[src/rtl/serial_frame_tx.sv]
// Serialises start pattern, 8-bit length and payload MSB-first onto ser_out; first bit one cycle after request accept.
// Payload backpressure via pld_ready over a two-byte buffer; a missing byte zero-fills the rest of the frame (underrun).
module serial_frame_tx #(
   parameter int                 START_W   = 4,
   parameter logic [START_W-1:0] START_PAT = 4'b0110,
   parameter int                 GAP_CYC   = 2
) (
   input  logic       clk,
   input  logic       rst,
   input  logic       req_valid,
   input  logic [7:0] req_len,
   output logic       req_ready,
   input  logic       pld_valid,
   input  logic [7:0] pld_data,
   output logic       pld_ready,
   output logic       ser_out,
   output logic       ser_active,
   output logic       frame_done,
   output logic       underrun
);

   typedef enum logic [2:0] {IDLE, START, LEN, DATA, GAP} state_t;

   localparam logic [7:0] PAT_MSB = 8'(START_PAT) << (8 - START_W);

   state_t     state_q, state_d;
   logic [2:0] idx_q, idx_d;
   logic [7:0] bitcnt_q, bitcnt_d;
   logic [7:0] len_q, len_d;
   logic [7:0] cur_q, cur_d;
   logic [7:0] nxt_q, nxt_d;
   logic       nxt_vld_q, nxt_vld_d;
   logic [5:0] fetched_q, fetched_d;
   logic       ser_out_q, ser_out_d;
   logic       ser_active_q, ser_active_d;
   logic       frame_done_q, frame_done_d;
   logic       underrun_q, underrun_d;

   logic [5:0] bytes_needed;
   logic       busy, last_bit, end_active, boundary, xfer, starve, pld_fire;

   assign bytes_needed = {1'b0, len_q[7:3]} + {5'b0, |len_q[2:0]};
   assign busy         = (state_q == START) || (state_q == LEN) || (state_q == DATA);
   assign last_bit     = (state_q == DATA) && (bitcnt_q == len_q - 8'd1);
   assign end_active   = ((state_q == LEN) && (idx_q == 3'd7) && (len_q == 8'd0)) || last_bit;
   // Byte boundary: cycle whose successor shows bit 0 of a new payload byte.
   assign boundary     = ((state_q == LEN) && (idx_q == 3'd7) && (len_q != 8'd0)) ||
                         ((state_q == DATA) && !last_bit && (bitcnt_q[2:0] == 3'd7));
   assign xfer         = boundary && nxt_vld_q;
   assign starve       = boundary && !nxt_vld_q;
   assign pld_ready    = busy && (!nxt_vld_q || xfer) && (fetched_q < bytes_needed) &&
                         !underrun_q && !starve;
   assign pld_fire     = pld_valid && pld_ready;
   assign req_ready    = (state_q == IDLE);

   assign ser_out    = ser_out_q;
   assign ser_active = ser_active_q;
   assign frame_done = frame_done_q;
   assign underrun   = underrun_q;

   always_comb begin
      state_d      = state_q;
      idx_d        = idx_q;
      bitcnt_d     = bitcnt_q;
      len_d        = len_q;
      cur_d        = cur_q;
      nxt_d        = nxt_q;
      fetched_d    = fetched_q;
      ser_out_d    = ser_out_q;
      ser_active_d = ser_active_q;
      frame_done_d = 1'b0;
      underrun_d   = underrun_q;
      nxt_vld_d    = pld_fire || (nxt_vld_q && !xfer);

      if (pld_fire) begin
         nxt_d     = pld_data;
         fetched_d = fetched_q + 6'd1;
      end

      if (boundary) begin
         if (nxt_vld_q) begin
            cur_d     = nxt_q;
            ser_out_d = nxt_q[7];
         end else begin
            cur_d      = 8'd0;
            ser_out_d  = 1'b0;
            underrun_d = 1'b1;
         end
      end

      case (state_q)
         IDLE: begin
            if (req_valid) begin
               state_d      = START;
               len_d        = req_len;
               idx_d        = 3'd0;
               bitcnt_d     = 8'd0;
               cur_d        = 8'd0;
               fetched_d    = 6'd0;
               nxt_vld_d    = 1'b0;
               underrun_d   = 1'b0;
               ser_out_d    = PAT_MSB[7];
               ser_active_d = 1'b1;
            end
         end
         START: begin
            if (idx_q == 3'(START_W - 1)) begin
               state_d   = LEN;
               idx_d     = 3'd0;
               ser_out_d = len_q[7];
            end else begin
               idx_d     = idx_q + 3'd1;
               ser_out_d = PAT_MSB[3'd6 - idx_q];
            end
         end
         LEN: begin
            if (idx_q == 3'd7) begin
               idx_d    = 3'd0;
               bitcnt_d = 8'd0;
               if (len_q != 8'd0) state_d = DATA;
            end else begin
               idx_d     = idx_q + 3'd1;
               ser_out_d = len_q[3'd6 - idx_q];
            end
         end
         DATA: begin
            if (!last_bit) begin
               bitcnt_d = bitcnt_q + 8'd1;
               if (!boundary) begin
                  cur_d     = {cur_q[6:0], 1'b0};
                  ser_out_d = cur_q[6];
               end
            end
         end
         GAP: begin
            // Leave GAP while the final gap cycle is on the line so a held request starts right after it.
            if (bitcnt_q == 8'(GAP_CYC - 2)) begin
               state_d      = IDLE;
               frame_done_d = 1'b1;
            end else begin
               bitcnt_d = bitcnt_q + 8'd1;
            end
         end
         default: state_d = IDLE;
      endcase

      if (end_active) begin
         ser_out_d    = 1'b1;
         ser_active_d = 1'b0;
         bitcnt_d     = 8'd0;
         if (GAP_CYC == 1) begin
            state_d      = IDLE;
            frame_done_d = 1'b1;
         end else begin
            state_d = GAP;
         end
      end
   end

   always_ff @(posedge clk or negedge rst) begin
      if (!rst) begin
         state_q      <= IDLE;
         idx_q        <= 3'd0;
         bitcnt_q     <= 8'd0;
         len_q        <= 8'd0;
         cur_q        <= 8'd0;
         nxt_q        <= 8'd0;
         nxt_vld_q    <= 1'b0;
         fetched_q    <= 6'd0;
         ser_out_q    <= 1'b1;
         ser_active_q <= 1'b0;
         frame_done_q <= 1'b0;
         underrun_q   <= 1'b0;
      end else begin
         state_q      <= state_d;
         idx_q        <= idx_d;
         bitcnt_q     <= bitcnt_d;
         len_q        <= len_d;
         cur_q        <= cur_d;
         nxt_q        <= nxt_d;
         nxt_vld_q    <= nxt_vld_d;
         fetched_q    <= fetched_d;
         ser_out_q    <= ser_out_d;
         ser_active_q <= ser_active_d;
         frame_done_q <= frame_done_d;
         underrun_q   <= underrun_d;
      end
   end

endmodule

[config.mk]
export PLATFORM = sky130hd
export DESIGN_NAME = serial_frame_tx
export DESIGN_NICKNAME = d
export VERILOG_FILES = /design/src/rtl/serial_frame_tx.sv
export SDC_FILE = /design/constraint.sdc
export NUM_CORES = 1
export LEC_CHECK = 0
export ABC_AREA = 1
export ABC_CLOCK_PERIOD_IN_PS = 3300
export CELL_PAD_IN_SITES_DETAIL_PLACEMENT = 0
export CELL_PAD_IN_SITES_GLOBAL_PLACEMENT = 1
export CORE_UTILIZATION = 43
export CTS_BUF_LIST = sky130_fd_sc_hd__clkbuf_8 sky130_fd_sc_hd__clkbuf_16
export DETAILED_ROUTE_END_ITERATION = 16
export GPL_TIMING_DRIVEN = 0
export PLACE_DENSITY = 0.82
export SLEW_MARGIN = 5
export SYNTH_ARGS = -nofsm -noshare
export SYNTH_HDL_FRONTEND = slang
export SYNTH_SLANG_ARGS = --single-unit
[constraint.sdc]
create_clock -name clk -period 3.3 [get_ports clk]
set_clock_uncertainty 0.05 [all_clocks]
set_input_delay 0.33 -clock clk [delete_from_list [all_inputs] [get_ports clk]]
set_output_delay 0.33 -clock clk [all_outputs]
set_load 0.02 [all_outputs]
==> results.env <==
STATUS='finished clean'
RSZ0062_AT_GRT='false'
MAXCLOCKFREQUENCY_GHz=0.3254
CLOCK_LATENCY_PS=310
MAX_CAP_VIOL_COUNT=0
CLOCK-SINKS=48
SYNTH-EDFF-COUNT=0
POST-SYNTH-TOP-AREA-CELL='sky130_fd_sc_hd__dfrtp_1'
IO_BUFFERS=25
REMAINING_DRC_ERRORS=0
CRITICALPATHCATEGORY='reg -> out'
POSTSYNTHAREAPERCELL_UM2=7.378
CLK_PIN_SLEW_PS=90
PLACEDINSTANCEAREA_UM2=3680
SYN-CELL-AREA_UM2=3291
POSTSYNTH.TOPFLOPCELL='sky130_fd_sc_hd__dfrtp_1'
LAYOUT_SETUP_WS_PS=226.4
DIE_AREA_UM2=8007
PRECTSSETUPSLACK_PS=-187.0
INSERTEDDIODECOUNT=0
DP_HPWL_UM=5911
IO_PINS=26
CTS-BUFFERS-INSERTED=5
WORSTREG2REGEND='fetched_q[1]'
GRT_USAGE=0.2113
SYNTH_SEQUENTIAL_AREA_RATIO=0.3654
CLOCK_TREE.BUFFER_DEPTH=2
TOP_CELL_TYPE_S_SHARE_OF_SYNTHESIZED_AREA=0.3574
STARTING_DENSITY=0.4489
FINALCRITICALPERIOD_PS=3074
DETAIL_ROUTE.FIRST_PASS.ITERATIONS=4
SYN_NETS=483
AREA_GROW_SYN2LAYOUT_PCT=18.33
SYNTH-ASYNC-RESET-RATIO=1.000
POST-ROUTE-PERIOD-UTIL=0.9314
POWER.STATIC_LEAKAGE_nW=1.950
FP.COREAREA_UM2=7331
GRT_ANTENNA_BEFORE_REPAIR=0
VIA_PER_INST=4.988
DIE-WIDTH_UM=89.48
WORST_EP_ARRIVAL_TIME_PS=2690
FINALSETUPTNS_PS=0
SYNTHESIS_STAGE_REGISTER_BIT_COUNT=48
TIGHTESTPINTRANSITION_PS=522.6
POSTSYNTHCELLCOUNT=446
DETAIL_ROUTE.WL_PER_CELL_UM=12.89
REPORT.FINAL.SETUP_VIOL=0
LAYOUT.NETS=528
MAX_SLEW_MARGIN=0.6490
SYNTH.DISTINCT_CELLS=41
POWER_PER_CELL_AREA_nW_PER_UM2=853.3
WORSTSETUPSTARTPOINTTYPE='register'
DETAILED_ROUTE_VIA_COUNT=2948
CLOCKROOTBUFFER='sky130_fd_sc_hd__clkbuf_8'
PLACE.GP.CONGESTION=0.8487
DRT_ITER0_MARKERS=99
REPORT.FINAL.SLEW_VIOL_COUNT=0
FLOORPLAN.DIE.HEIGHT_UM=89.48
ROWS=31
GRT_MAX_DEGREE=33
DRT.ANTENNA.VIOLATING_NETS=0
RRSETUPSLACK_PS=320
STARTPOINT_OF_THE_WORST_REGISTER_TO_REGISTER_PATH='len_q[1]'
CP_MAX_FO=4
GLOBALROUTEOVERFLOWTOTAL=0
FINAL.HOLD.WORST_SLACK_PS=435.2
HTREEDEPTH=2
SYNTHESIS.YOSYS.WARNINGS=0
ROUTED_WL_UM=7617
CP_DATA_REQUIRED_TIME_PS=2920
RATIO_OF_CELLS_WITH_DRIVE_ABOVE_1_IN_THE_FINAL_LAYOUT=0.1504
GLOBAL_ROUTE_WIRE_LENGTH_BEFORE_REPAIR_UM=12850
YOSYS-TOP-CELLS-AREA='sky130_fd_sc_hd__dfrtp_1 (36%), sky130_fd_sc_hd__nand2_1 (15%), sky130_fd_sc_hd__ha_1 (6.5%)'
TYPE_OF_THE_WORST_MIN_DELAY_PATH='in -> async'
WORSTSETUPENDPOINTTYPE='output pin'
REPORT.FINAL.HOLD_VIOL_COUNT=0
IRDROPWORSTVDD_V=0.0004620
GRT_PASS1_VIAS=2707
TRITONCTS='built'
FINISHED_LAYOUT_CELL_AREA_UM2=3894
REG2REG_DEPTH=22
==> logic make-up after synthesis <==
group / Yosys count / share of synthesized area
adders and majority gates: 17 / 0.06464
buffers and inverters: 73 / 0.09201
and+or+nand+nor: 231 / 0.3274
DFF: 48 / 0.3654
AOI/OAI and AO/OA: 63 / 0.1133
xor gates and xnor gates: 14 / 0.03726
==> registers in the layout, summed over array words and instances (netlist names) <==
signal and count:
ser_active 1, underrun 1, cur_q 7, nxt_q 8
fetched_q 6, nxt_vld_q 1, frame_done 1, len_q 8
state_q 3, idx_q 3, bitcnt_q 8, ser_out 1
==> cell usage after synthesis, types with 3 or more instances <==
cell type and number:
sky130_fd_sc_hd__inv_2 8, sky130_fd_sc_hd__nand4_1 8, sky130_fd_sc_hd__o211ai_1 6, sky130_fd_sc_hd__a22oi_1 5, sky130_fd_sc_hd__xnor2_1 6, sky130_fd_sc_hd__nor2_2 5, sky130_fd_sc_hd__o21ai_0 15, sky130_fd_sc_hd__nand3_1 28
sky130_fd_sc_hd__a21oi_2 3, sky130_fd_sc_hd__inv_1 52, sky130_fd_sc_hd__nor3_1 9, sky130_fd_sc_hd__nor2_1 26, sky130_fd_sc_hd__nand2_4 3, sky130_fd_sc_hd__o22ai_1 3, sky130_fd_sc_hd__xor2_1 8, sky130_fd_sc_hd__dfrtp_1 47
sky130_fd_sc_hd__nand2_2 8, sky130_fd_sc_hd__buf_2 4, sky130_fd_sc_hd__a21oi_1 22, sky130_fd_sc_hd__o21ai_1 4, sky130_fd_sc_hd__ha_1 17, sky130_fd_sc_hd__nand2_1 133
==> report_power, final <==
part | internal, mW | switching [mW]
sequential | 0.768 | 0.152
combinational | 0.805 | 1.23
clock | 0.150 | 0.216
total | 1.72 | 1.60
==> critical path, cell delays in order (launching register included) <==
cell	delay, ps
sky130_fd_sc_hd__dfrtp_1	400
sky130_fd_sc_hd__inv_2	80
sky130_fd_sc_hd__ha_2	170
sky130_fd_sc_hd__nand2_2	80
sky130_fd_sc_hd__ha_4	170
sky130_fd_sc_hd__ha_1	270
sky130_fd_sc_hd__inv_1	40
sky130_fd_sc_hd__ha_1	260
sky130_fd_sc_hd__nand2_1	60
sky130_fd_sc_hd__nand2_1	50
sky130_fd_sc_hd__nand2_1	50
sky130_fd_sc_hd__nand2_1	50
sky130_fd_sc_hd__nand2_1	50
sky130_fd_sc_hd__nand2_1	50
sky130_fd_sc_hd__nand2_1	60
sky130_fd_sc_hd__nand2_2	60
sky130_fd_sc_hd__a21oi_4	160
sky130_fd_sc_hd__nand3_4	130
sky130_fd_sc_hd__inv_2	60
sky130_fd_sc_hd__buf_4	130
==> worst max path at each step <==
| stage | start | endpoint | slack [ps] | cells after the start |
|---|---|---|---|---|
| final | len_q[1] | pld_ready | 230 | 19 |
| after global routing | len_q[1] | pld_ready | 2 | 19 |
| after CTS | len_q[0] | pld_ready | 50 | 19 |
| after detailed placement | len_q[0] | pld_ready | -190 | 19 |
| after global placement | len_q[0] | pld_ready | -170 | 19 |
| after floorplan | len_q[0] | fetched_q[1] | 580 | 20 |
==> through the flow <==
step,power [mW],utilization,std cells
after detailed placement,2.805,0.5020,571
final,3.323,0.5311,591
after global placement,2.762,0.4999,570
after CTS,3.209,0.5178,582
after floorplan,2.339,-,446
after global routing,3.657,0.5311,591
==> routing by layer <==
layer	share of wire	up-vias	routed length, µm	global-route usage
li1	-	1525	-	-
met1	0.52	1368	3936	0.3083
met2	0.45	50	3393	0.3255
met3	0.029	5	220	0.03232
met4	0.0087	0	66	0.05628
met5	0	-	0	0
==> repair_timing <==
item                       CTS  global route
hold buffers                 1             0
hold endpoints to repair    16             0
gates resized for setup      6             8
pin swaps                    1             2
buffers inserted             2             9
setup endpoints to repair    1            11
==> cells in the final DEF, fill, tap and decap left out, types with 2 or more instances in the layout <==
master                            count
sky130_fd_sc_hd__o21ai_1              4
sky130_fd_sc_hd__clkdlybuf4s50_1     23
sky130_fd_sc_hd__xnor2_1              6
sky130_fd_sc_hd__nand2_2             10
sky130_fd_sc_hd__a21oi_2              3
sky130_fd_sc_hd__o211ai_1             6
sky130_fd_sc_hd__dfrtp_1             47
sky130_fd_sc_hd__nor2_1              26
sky130_fd_sc_hd__buf_6                2
sky130_fd_sc_hd__a22oi_1              5
sky130_fd_sc_hd__inv_1               50
sky130_fd_sc_hd__o21ai_0             15
sky130_fd_sc_hd__nand2_4              3
sky130_fd_sc_hd__nand2_1            131
sky130_fd_sc_hd__nand4_1              8
sky130_fd_sc_hd__o22ai_1              3
sky130_fd_sc_hd__or2_2                2
sky130_fd_sc_hd__or2_1                2
sky130_fd_sc_hd__clkbuf_8             5
sky130_fd_sc_hd__nand3_4              2
sky130_fd_sc_hd__nor3_1               9
sky130_fd_sc_hd__ha_1                15
sky130_fd_sc_hd__a21oi_1             21
sky130_fd_sc_hd__buf_2                5
sky130_fd_sc_hd__buf_4               14
sky130_fd_sc_hd__nand3_1             28
sky130_fd_sc_hd__nor2_2               5
sky130_fd_sc_hd__xor2_1               8
sky130_fd_sc_hd__inv_2               10
sky130_fd_sc_hd__clkbuf_1             2
sky130_fd_sc_hd__o32ai_1              2
sky130_fd_sc_hd__clkinvlp_4           2
==> final cells by class <==
class / count / area (µm²)
flip-flops and latches: 48 / 1202
well taps: 99 / 123.9
plain buffers: 12 / 73.82
fillers: 709 / 3437
clock inverters: 3 / 23.77
repair buffers: 38 / 355.3
clock buffers: 5 / 68.82
multi-input cells: 325 / 1817
inverters: 61 / 229.0
(Power assumes the default switching activity.)
